--- config.mk ---
export PLATFORM = sky130hd
export DESIGN_NAME = battleship_turn_controller
export DESIGN_NICKNAME = d
export VERILOG_FILES = /design/src/rtl/battleship_pkg.sv /design/src/rtl/turn_timer.sv /design/src/rtl/battleship_turn_controller.sv
export SDC_FILE = /design/constraint.sdc
export NUM_CORES = 1
export LEC_CHECK = 0
export ABC_CLOCK_PERIOD_IN_PS = 4300
export CAP_MARGIN = 20
export CORE_UTILIZATION = 45
export DETAILED_ROUTE_END_ITERATION = 6
export HOLD_SLACK_MARGIN = 0.12
export MAX_ROUTING_LAYER = met4
export PLACE_DENSITY_LB_ADDON = 0.08
export SETUP_SLACK_MARGIN = 0.5
export SKIP_CTS_REPAIR_TIMING = 1
export SYNTH_ARGS = -nofsm -noshare
export SYNTH_HDL_FRONTEND = slang
export SYNTH_SLANG_ARGS = --single-unit
--- constraint.sdc ---
create_clock -name clk -period 4.3 [get_ports clk]
set_clock_uncertainty 0.05 [all_clocks]
set_input_delay 0.43 -clock clk [delete_from_list [all_inputs] [get_ports clk]]
set_output_delay 0.43 -clock clk [all_outputs]
set_load 0.01 [all_outputs]
--- src/rtl/battleship_pkg.sv ---
// Shared types and constants for the Battleship game sequencer.
package battleship_pkg;

  typedef enum logic [3:0] {
    IDLE         = 4'd0,
    PLACE_PLAYER = 4'd1,
    PLACE_PC     = 4'd2,
    PLAYER_TURN  = 4'd3,
    WAIT_RES_P   = 4'd4,
    PC_TURN      = 4'd5,
    WAIT_RES_PC  = 4'd6,
    WIN          = 4'd7,
    LOSE         = 4'd8
  } estado_t;

  localparam logic [2:0] MAX_BARCOS = 3'd5;
  localparam logic [2:0] MIN_BARCOS = 3'd1;

  // True when a confirmed ship count is one the game can be played with.
  function automatic logic cantidad_valida(input logic [2:0] n);
    return (n >= MIN_BARCOS) && (n <= MAX_BARCOS);
  endfunction

endpackage

--- src/rtl/turn_timer.sv ---
// Player turn down-counter: loaded with the full turn length, counts down
// while enabled and flags the last cycle of the turn.
module turn_timer #(
  parameter int TURN_CYCLES = 750000000,
  parameter int TCW         = $clog2(TURN_CYCLES + 1)
) (
  input  logic           clk,
  input  logic           reset,
  input  logic           load,
  input  logic           enable,
  output logic [TCW-1:0] tiempo_restante,
  output logic           expire
);

  localparam logic [TCW-1:0] LOAD_VALUE = TCW'(TURN_CYCLES);
  localparam logic [TCW-1:0] ONE        = TCW'(1);

  logic [TCW-1:0] r_count;

  // Load takes priority; otherwise count down while enabled, stopping at 0.
  always_ff @(posedge clk or posedge reset) begin
    if (reset) begin
      r_count <= '0;
    end else if (load) begin
      r_count <= LOAD_VALUE;
    end else if (enable && (r_count != '0)) begin
      r_count <= r_count - ONE;
    end
  end

  assign tiempo_restante = r_count;
  assign expire          = enable && (r_count == ONE);

endmodule

--- src/rtl/battleship_turn_controller.sv ---
// Battleship game sequencer: ship-count latch, player/PC placement,
// alternating firing turns with a player timeout, and win/lose detection.
module battleship_turn_controller
  import battleship_pkg::*;
#(
  parameter int TURN_CYCLES = 750000000,
  parameter int TCW         = $clog2(TURN_CYCLES + 1)
) (
  input  logic           clk,
  input  logic           reset,
  input  logic           seleccion_listo,
  input  logic [2:0]     cantidad_barcos,
  input  logic           colocar_valido,
  input  logic           pc_colocacion_lista,
  input  logic           disparo_jugador,
  input  logic           disparo_pc,
  input  logic           resultado_valido,
  input  logic           impacto,
  input  logic           hundido,
  output logic [3:0]     estado,
  output logic           habilitar_colocacion,
  output logic           iniciar_pc_colocacion,
  output logic           turno_jugador,
  output logic           solicitar_disparo_pc,
  output logic [2:0]     barcos_por_colocar,
  output logic [2:0]     barcos_jugador,
  output logic [2:0]     barcos_pc,
  output logic [TCW-1:0] tiempo_restante,
  output logic           timeout_turno,
  output logic           gano,
  output logic           perdio
);

  estado_t    r_state, w_state_next;
  logic [2:0] r_por_colocar, w_por_colocar_next;
  logic [2:0] r_barcos_jug, w_barcos_jug_next;
  logic [2:0] r_barcos_pc, w_barcos_pc_next;
  logic [2:0] w_jug_dec, w_pc_dec;
  logic       w_timeout_next;
  logic       w_timer_load, w_timer_en, w_expire;
  logic       r_habilitar, r_iniciar, r_turno, r_solicitar, r_timeout, r_gano, r_perdio;
  logic       w_unused;

  // Hit without sink changes nothing here; it only matters to the display.
  assign w_unused = impacto;

  // Saturating sink decrements.
  assign w_jug_dec = (r_barcos_jug == 3'd0) ? 3'd0 : r_barcos_jug - 3'd1;
  assign w_pc_dec  = (r_barcos_pc == 3'd0) ? 3'd0 : r_barcos_pc - 3'd1;

  // The timer runs only while the player holds the turn and reloads on entry.
  assign w_timer_en   = (r_state == PLAYER_TURN);
  assign w_timer_load = (w_state_next == PLAYER_TURN) && (r_state != PLAYER_TURN);

  turn_timer #(
    .TURN_CYCLES (TURN_CYCLES),
    .TCW         (TCW)
  ) u_turn_timer (
    .clk             (clk),
    .reset           (reset),
    .load            (w_timer_load),
    .enable          (w_timer_en),
    .tiempo_restante (tiempo_restante),
    .expire          (w_expire)
  );

  // Next-state and counter updates; only the inputs relevant to a state are looked at.
  always_comb begin
    w_state_next       = r_state;
    w_por_colocar_next = r_por_colocar;
    w_barcos_jug_next  = r_barcos_jug;
    w_barcos_pc_next   = r_barcos_pc;
    w_timeout_next     = 1'b0;
    case (r_state)
      IDLE: begin
        if (seleccion_listo && cantidad_valida(cantidad_barcos)) begin
          w_state_next       = PLACE_PLAYER;
          w_por_colocar_next = cantidad_barcos;
          w_barcos_jug_next  = cantidad_barcos;
          w_barcos_pc_next   = cantidad_barcos;
        end
      end
      PLACE_PLAYER: begin
        if (colocar_valido) begin
          w_por_colocar_next = r_por_colocar - 3'd1;
          if (r_por_colocar == 3'd1) begin
            w_state_next = PLACE_PC;
          end
        end
      end
      PLACE_PC: begin
        if (pc_colocacion_lista) begin
          w_state_next = PLAYER_TURN;
        end
      end
      PLAYER_TURN: begin
        // A shot in the expiry cycle still counts as a shot.
        if (disparo_jugador) begin
          w_state_next = WAIT_RES_P;
        end else if (w_expire) begin
          w_state_next   = PC_TURN;
          w_timeout_next = 1'b1;
        end
      end
      WAIT_RES_P: begin
        if (resultado_valido) begin
          if (hundido) begin
            w_barcos_pc_next = w_pc_dec;
          end
          w_state_next = ((hundido ? w_pc_dec : r_barcos_pc) == 3'd0) ? WIN : PC_TURN;
        end
      end
      PC_TURN: begin
        if (disparo_pc) begin
          w_state_next = WAIT_RES_PC;
        end
      end
      WAIT_RES_PC: begin
        if (resultado_valido) begin
          if (hundido) begin
            w_barcos_jug_next = w_jug_dec;
          end
          w_state_next = ((hundido ? w_jug_dec : r_barcos_jug) == 3'd0) ? LOSE : PLAYER_TURN;
        end
      end
      default: begin
        w_state_next = r_state;
      end
    endcase
  end

  // State and ship counters.
  always_ff @(posedge clk or posedge reset) begin
    if (reset) begin
      r_state       <= IDLE;
      r_por_colocar <= 3'd0;
      r_barcos_jug  <= 3'd0;
      r_barcos_pc   <= 3'd0;
    end else begin
      r_state       <= w_state_next;
      r_por_colocar <= w_por_colocar_next;
      r_barcos_jug  <= w_barcos_jug_next;
      r_barcos_pc   <= w_barcos_pc_next;
    end
  end

  // Registered flags, computed from the upcoming state so they align with it.
  always_ff @(posedge clk or posedge reset) begin
    if (reset) begin
      r_habilitar <= 1'b0;
      r_iniciar   <= 1'b0;
      r_turno     <= 1'b0;
      r_solicitar <= 1'b0;
      r_timeout   <= 1'b0;
      r_gano      <= 1'b0;
      r_perdio    <= 1'b0;
    end else begin
      r_habilitar <= (w_state_next == PLACE_PLAYER);
      r_iniciar   <= (w_state_next == PLACE_PC) && (r_state == PLACE_PLAYER);
      r_turno     <= (w_state_next == PLAYER_TURN) || (w_state_next == WAIT_RES_P);
      r_solicitar <= (w_state_next == PC_TURN) && (r_state != PC_TURN);
      r_timeout   <= w_timeout_next;
      r_gano      <= (w_state_next == WIN);
      r_perdio    <= (w_state_next == LOSE);
    end
  end

  assign estado                = r_state;
  assign habilitar_colocacion  = r_habilitar;
  assign iniciar_pc_colocacion = r_iniciar;
  assign turno_jugador         = r_turno;
  assign solicitar_disparo_pc  = r_solicitar;
  assign barcos_por_colocar    = r_por_colocar;
  assign barcos_jugador        = r_barcos_jug;
  assign barcos_pc             = r_barcos_pc;
  assign timeout_turno         = r_timeout;
  assign gano                  = r_gano;
  assign perdio                = r_perdio;

endmodule

==> run summary, run 1 <==
Status - finished clean
Post-synth EDFFs - 0
Critical Path Slowest Stage Cell - a2111oi_1
Sequential group share of total power - 0.594
Synth Warn # - 0
P_leak - 0.00138 uW
Switching Fraction - 0.223
Max transition margin - 0.356
Worst setup EP type - register
Synth unique cells - 52
Primary FF master, synth - dfrtp_1
Crit path cell chain - nor2_1, inv_1, ha_1, nand2b_1, a211oi_1, o211ai_1, a2111oi_1, or4_1, nand2_1
Maximum fanout along the worst path - 12
Vias in the first global route - 2485
Tmin final - 3280 ps
Final core utilization - 0.592
Initial drt markers - 136
Ys async rst share - 1.00
Largest net degree at the start of global routing - 51
Most frequent cells in the layout - clkdlybuf4s50_1 (61), dfrtp_1 (50), nand2_1 (30)
Syn Nets - 344
Worst hold slack - 341 ps
# IOs - 63
Die X - 83.2 um
Num rows - 29
Avg Inst Size Synth - 9.22 um2
H-tree depth - 2
Clock sinks - 50
Peak supply drop - 0.000152 V
Core area - 6350 um2
Die Footprint - 6930 um2
RSZ-0062 raised after global routing - false
TritonCTS clock tree - yes
Detailed placement HPWL - 4.99 mm
GPL Wtd Cong - 0.851
CP Buf/Inv Count - 1
Layout cells sized above 1 - 0.0783
Initial Util - 0.468
Routed vias - 2582
Worst EP arrival - 3410 ps
Hold Path Class - in -> async
Tot GR Track Use - 0.223
Netlist Area Pre-Place - 2970 um2
First-pass GRT wire length - 12.3 mm
Setup tns final - 0 ps
Setup CP Type - reg -> reg
Clk pwr share - 0.362
Final setup vio count - 0
Mapped Cells - 322
Cell taking the most area after synthesis - dfrtp_1
Sw Pwr - 177 uW
Drt first pass iters - 4
Drt wl/cell - 15.6 um
Period utilisation layout - 0.764
P&R area growth vs syn - 26.5%
Max cap viols - 0
CTS Buf Count - 5
Post-DRT Antenna Nets - 0
Root Driver - clkbuf_8
Pwr dens - 210 nW/um2
Crit start category - register
DR vias/cell - 5.61
Fin. Hold Viols - 0
# DRC - 0
Crit path max-delay family - compound AO/OA/AOI/OAI gates
Overall routed net length - 7.20 mm
Grt total ovfl - 0
Initial antenna violation count - 0
Pins Over Slew Limit - 0
Max frequency - 0.304 GHz
Critical path's largest stage delay - 910 ps
Most common cell after layout, fill and taps aside - clkdlybuf4s50_1
Yosys top cell area share - 0.421
Ant diodes - 0
Post-layout net count - 404
#FFs+latches synth - 50
Internal Power - 614 uW
Clock latency on the worst-skew pair - 310 ps
Worst endpoint required time - 4420 ps
Number of port buffers - 61
Sequential area share after synthesis - 0.421
Clk buf depth - 2
Die Ht - 83.2 um
Largest cells by area after synthesis - dfrtp_1 (42%), xnor2_1 (5.0%), ha_1 (3.8%), nand2_1 (3.8%), nor3_1 (3.5%)
Logic gate share of total power - 0.044
Worst-path clk slew - 90 ps
Worst-Margin Slew - 958 ps
-- worst paths after layout --
kind,start,to,slack (ps),cells past startpoint
min in group clk,u_turn_timer.tiempo_restante[26]$_DFFE_PP0P_,u_turn_timer.tiempo_restante[26]$_DFFE_PP0P_,500,2
setup / recovery,barcos_jugador[0]$_DFFE_PP0P_,u_turn_timer.tiempo_restante[8]$_DFFE_PP0P_,1020,9
setup reg to reg,barcos_jugador[0]$_DFFE_PP0P_,u_turn_timer.tiempo_restante[8]$_DFFE_PP0P_,1020,9
hold reg to reg,u_turn_timer.tiempo_restante[26]$_DFFE_PP0P_,u_turn_timer.tiempo_restante[26]$_DFFE_PP0P_,500,2
max in group asynchronous,reset,u_turn_timer.tiempo_restante[13]$_DFFE_PP0P_,3350,3
hold / removal,reset,barcos_pc[0]$_DFFE_PP0P_,340,2
-- sequential cells by signal, indices dropped and copies added, names as in the netlist, 3 cells and up --
signal / count
u_turn_timer.tiempo_restante: 30
barcos_por_colocar: 3
barcos_pc: 3
estado: 4
barcos_jugador: 3
-- cell type report --
type | count | area (um2)
well taps | 77 | 96.3
clock inverters | 1 | 5.00
clock buffers | 7 | 86.3
repair buffers | 65 | 653
flip-flops and latches | 50 | 1250
fillers | 556 | 2590
multi-input cells | 244 | 1600
inverters | 16 | 60.1
-- Yosys cell counts, types with 3 or more instances --
cell type,n
or4_1,3
nor3b_1,3
nand2b_1,8
o22ai_1,5
nor2_1,24
dfrtp_1,50
or3_1,8
o211ai_1,5
nor3_1,21
nor4_1,13
a21oi_1,9
xnor2_1,17
ha_1,9
nand4b_1,3
nand2_1,30
xor2_1,11
nor2_2,5
inv_1,16
a211oi_1,3
or4_4,3
nand4_1,11
clkbuf_1,8
nand3_1,9
o21ai_0,8
or2_2,4
-- through the flow --
stage,total power [uW],setup slack [ps],instance area [um2],cells
3_5_place_dp,512,958,3640,451
5_1_grt,820,709,3760,460
6_report,791,1020,3760,460
3_3_place_gp,512,1070,3640,451
4_1_cts,797,985,3740,459
2_1_floorplan,493,1410,2970,322
-- layer usage --
| metal | global-route usage | part of all wire | up-vias | routed length (um) |
|---|---|---|---|---|
| met1 | 0.333 | 0.52 | 1225 | 3740 |
| met3 | 0.0328 | 0.038 | 9 | 270 |
| met4 | 0.0643 | 0.012 | 0 | 89 |
| met2 | 0.313 | 0.43 | 66 | 3100 |
| li1 | - | - | 1282 | - |
| met5 | - | 0 | - | 0 |
-- cell families after synthesis --
group	share of synthesized area
and+or+nand+nor	0.297
AOI/OAI and AO/OA	0.116
adders and majority gates	0.0379
buffers and inverters	0.0417
DFF	0.421
xor gates and xnor gates	0.0826
muxes	0.00337
-- power groups by stage --
| stage | Clock (uW) | Sequential, uW | Combinational (uW) |
|---|---|---|---|
| final | 286 | 470 | 34.7 |
| after global routing | 311 | 470 | 38.6 |
| after CTS | 294 | 470 | 32.9 |
| after detailed placement | 0 | 479 | 32.9 |
| after global placement | 0 | 479 | 32.5 |
| after floorplan | 0 | 479 | 14.4 |
-- worst register-to-register path, cell delays in order (launching register included) --
cell,delay (ps)
dfrtp_1,460
nor2_1,180
inv_1,90
ha_1,210
nand2b_1,170
a211oi_1,270
o211ai_1,160
a2111oi_1,910
or4_1,530
nand2_1,120
Power figures use the tool's default switching activity.
==> run 2, diff against run 1 <==
ABC_CLOCK_PERIOD_IN_PS = 3100   (was 4300)
clock period = 3.1 ns   (was 4.3 ns; I/O delays follow)
==> run summary, run 2 (synthesis results as in run 1) <==
Peak supply drop - 0.000222 V (+46%)
Max transition margin - 0.528 (+0.171)
FF-to-FF End - u_turn_timer.tiempo_restante[1]$_DFFE_PP0P_
Largest net degree at the start of global routing - 35 (-31%)
Clock latency on the worst-skew pair - 300 ps (about the same)
H-tree depth - 2 (unchanged)
# DRC - 0 (unchanged)
Max reg flops - 30 (unchanged)
Critical Path End - u_turn_timer.tiempo_restante[1]$_DFFE_PP0P_
RSZ-0062 raised after global routing - true
Crit path cell chain - or4_4, or4_4, or4_4, o21ai_4, nor4_4, buf_6, clkbuf_16, o22ai_4
Num rows - 29 (unchanged)
Crit start category - register
Post-layout net count - 439 (+8.7%)
Placed cell areas - 3790 um2 (+3.9%)
Ant diodes - 0 (unchanged)
Max cap viols - 0 (unchanged)
First-pass GRT wire length - 11.9 mm (-2.9%)
Setup tns final - 0 ps (unchanged)
Maximum fanout along the worst path - 5 (-7)
Worst r2r src - u_turn_timer.tiempo_restante[2]$_DFFE_PP0P_
Most common cell after layout, fill and taps aside - clkdlybuf4s50_1
Worst-Margin Slew - 707 ps (-251 ps)
Initial antenna violation count - 0 (unchanged)
Clock sinks - 50 (unchanged)
Critical path's largest stage delay - 550 ps (-360 ps)
FF-to-FF path depth - 8 (-1)
# IOs - 63 (unchanged)
R2r setup slk - 270 ps (-740 ps)
Initial drt markers - 153 (+13%)
Worst setup EP type - register
Setup CP Type - reg -> reg
Drt first pass iters - 4 (unchanged)
Root Driver - clkbuf_8
Final setup vio count - 0 (unchanged)
Routed vias - 2830 (+9.6%)
Hold Path Class - in -> async
Grt total ovfl - 0 (unchanged)
Tot GR Track Use - 0.217 (-0.00588)
Crit path from - u_turn_timer.tiempo_restante[2]$_DFFE_PP0P_
Pins Over Slew Limit - 0 (unchanged)
Die X - 83.2 um (unchanged)
Drt wl/cell - 16.0 um (+2.4%)
Pwr dens - 272 nW/um2 (+29%)
Sequential cell area - 1250 um2 (+0.30%)
TritonCTS clock tree - yes
Die Footprint - 6930 um2 (unchanged)
Worst endpoint required time - 3280 ps (-1140 ps)
Total power - 1160 uW (+47%)
Initial Util - 0.468 (unchanged)
Core area - 6350 um2 (unchanged)
Vias in the first global route - 2493 (+0.32%)
Post-DRT Antenna Nets - 0 (unchanged)
Final instance area - 4270 um2 (+14%)
Number of port buffers - 61 (unchanged)
Critical Path Slowest Stage Cell - or4_4
P&R area growth vs syn - 43.7%
P_leak - 0.00162 uW (+17%)
Layout cells sized above 1 - 0.215 (+0.137)
Fin. Hold Viols - 0 (unchanged)
Tmin final - 2830 ps (-458 ps)
CTS Buf Count - 5 (unchanged)
Worst EP arrival - 3010 ps (-400 ps)
Status - finished clean
GPL Wtd Cong - 0.881 (+3.5%)
Max frequency - 0.354 GHz (+16%)
Multi-input logic area - 1780 um2 (+11%)
Overall routed net length - 7.93 mm (+10%)
Detailed placement HPWL - 5.09 mm (+2.0%)
DR vias/cell - 5.72 (+1.9%)
Worst-path clk slew - 90 ps (about the same)
Most frequent cells in the layout - clkdlybuf4s50_1 (61), dfrtp_1 (47), buf_4 (31)
Crit path top cell by count - or4_4
Clk buf depth - 2 (unchanged)
Period utilisation layout - 0.912 (+0.148)
Final-layout fill cell count - 508 (-8.6%)
Die Ht - 83.2 um (unchanged)
[run 2: worst max-delay path: cells and delay by family (launching register included)]
family                 cells  cell delay [ps]
and+or+nand+nor            4             1640
DFF                        1              440
buffers and inverters      2              330
AOI/OAI and AO/OA          2              300
[run 2: worst min path at each step]
stage / startpoint / end / slack (ps)
after floorplan: disparo_jugador / timeout_turno$_DFF_PP0_ / 330
after global placement: u_turn_timer.tiempo_restante[18]$_DFFE_PP0P_ / u_turn_timer.tiempo_restante[18]$_DFFE_PP0P_ / 480
after detailed placement: u_turn_timer.tiempo_restante[9]$_DFFE_PP0P_ / u_turn_timer.tiempo_restante[9]$_DFFE_PP0P_ / 480
after CTS: reset / barcos_jugador[0]$_DFFE_PP0P_ / 410
after global routing: reset / u_turn_timer.tiempo_restante[27]$_DFFE_PP0P_ / 450
final: reset / barcos_jugador[0]$_DFFE_PP0P_ / 380
[run 2: routing by layer]
metal  routed length [um]  part of all wire  global-route usage  up-vias
li1                     -                 -                   -     1364
met1                 3430              0.43               0.277     1383
met2                 4100              0.52               0.356       74
met3                  299             0.038              0.0308        9
met4                  102             0.013              0.0690        0
met5                    0                 0                   -        -
[run 2: cell type report]
| type | count | area share |
|---|---|---|
| Inverter | 16 | 0.0141 |
| Timing Repair Buffer | 100 | 0.227 |
| Tap cell | 77 | 0.0226 |
| Clock inverter | 1 | 0.00703 |
| Sequential cell | 50 | 0.294 |
| Multi-Input combinational cell | 244 | 0.417 |
| Clock buffer | 7 | 0.0179 |
[run 2: power by group]
group / switching (uW) / leakage [uW] / internal (uW) / total (uW)
Sequential: 0 / 0.000502 / 652 / 652
Combinational: 29.4 / 0.00107 / 20.6 / 50.0
Clock: 217 / 0.0000524 / 242 / 459
[run 2: through the flow]
step / worst slack [ps] / util / std cells / hold slack [ps]
after floorplan: 358 / - / 322 / 333
after global placement: 187 / 0.596 / 467 / 478
after detailed placement: 191 / 0.596 / 467 / 481
after CTS: 179 / 0.613 / 475 / 411
after global routing: 220 / 0.672 / 495 / 446
final: 273 / 0.672 / 495 / 383
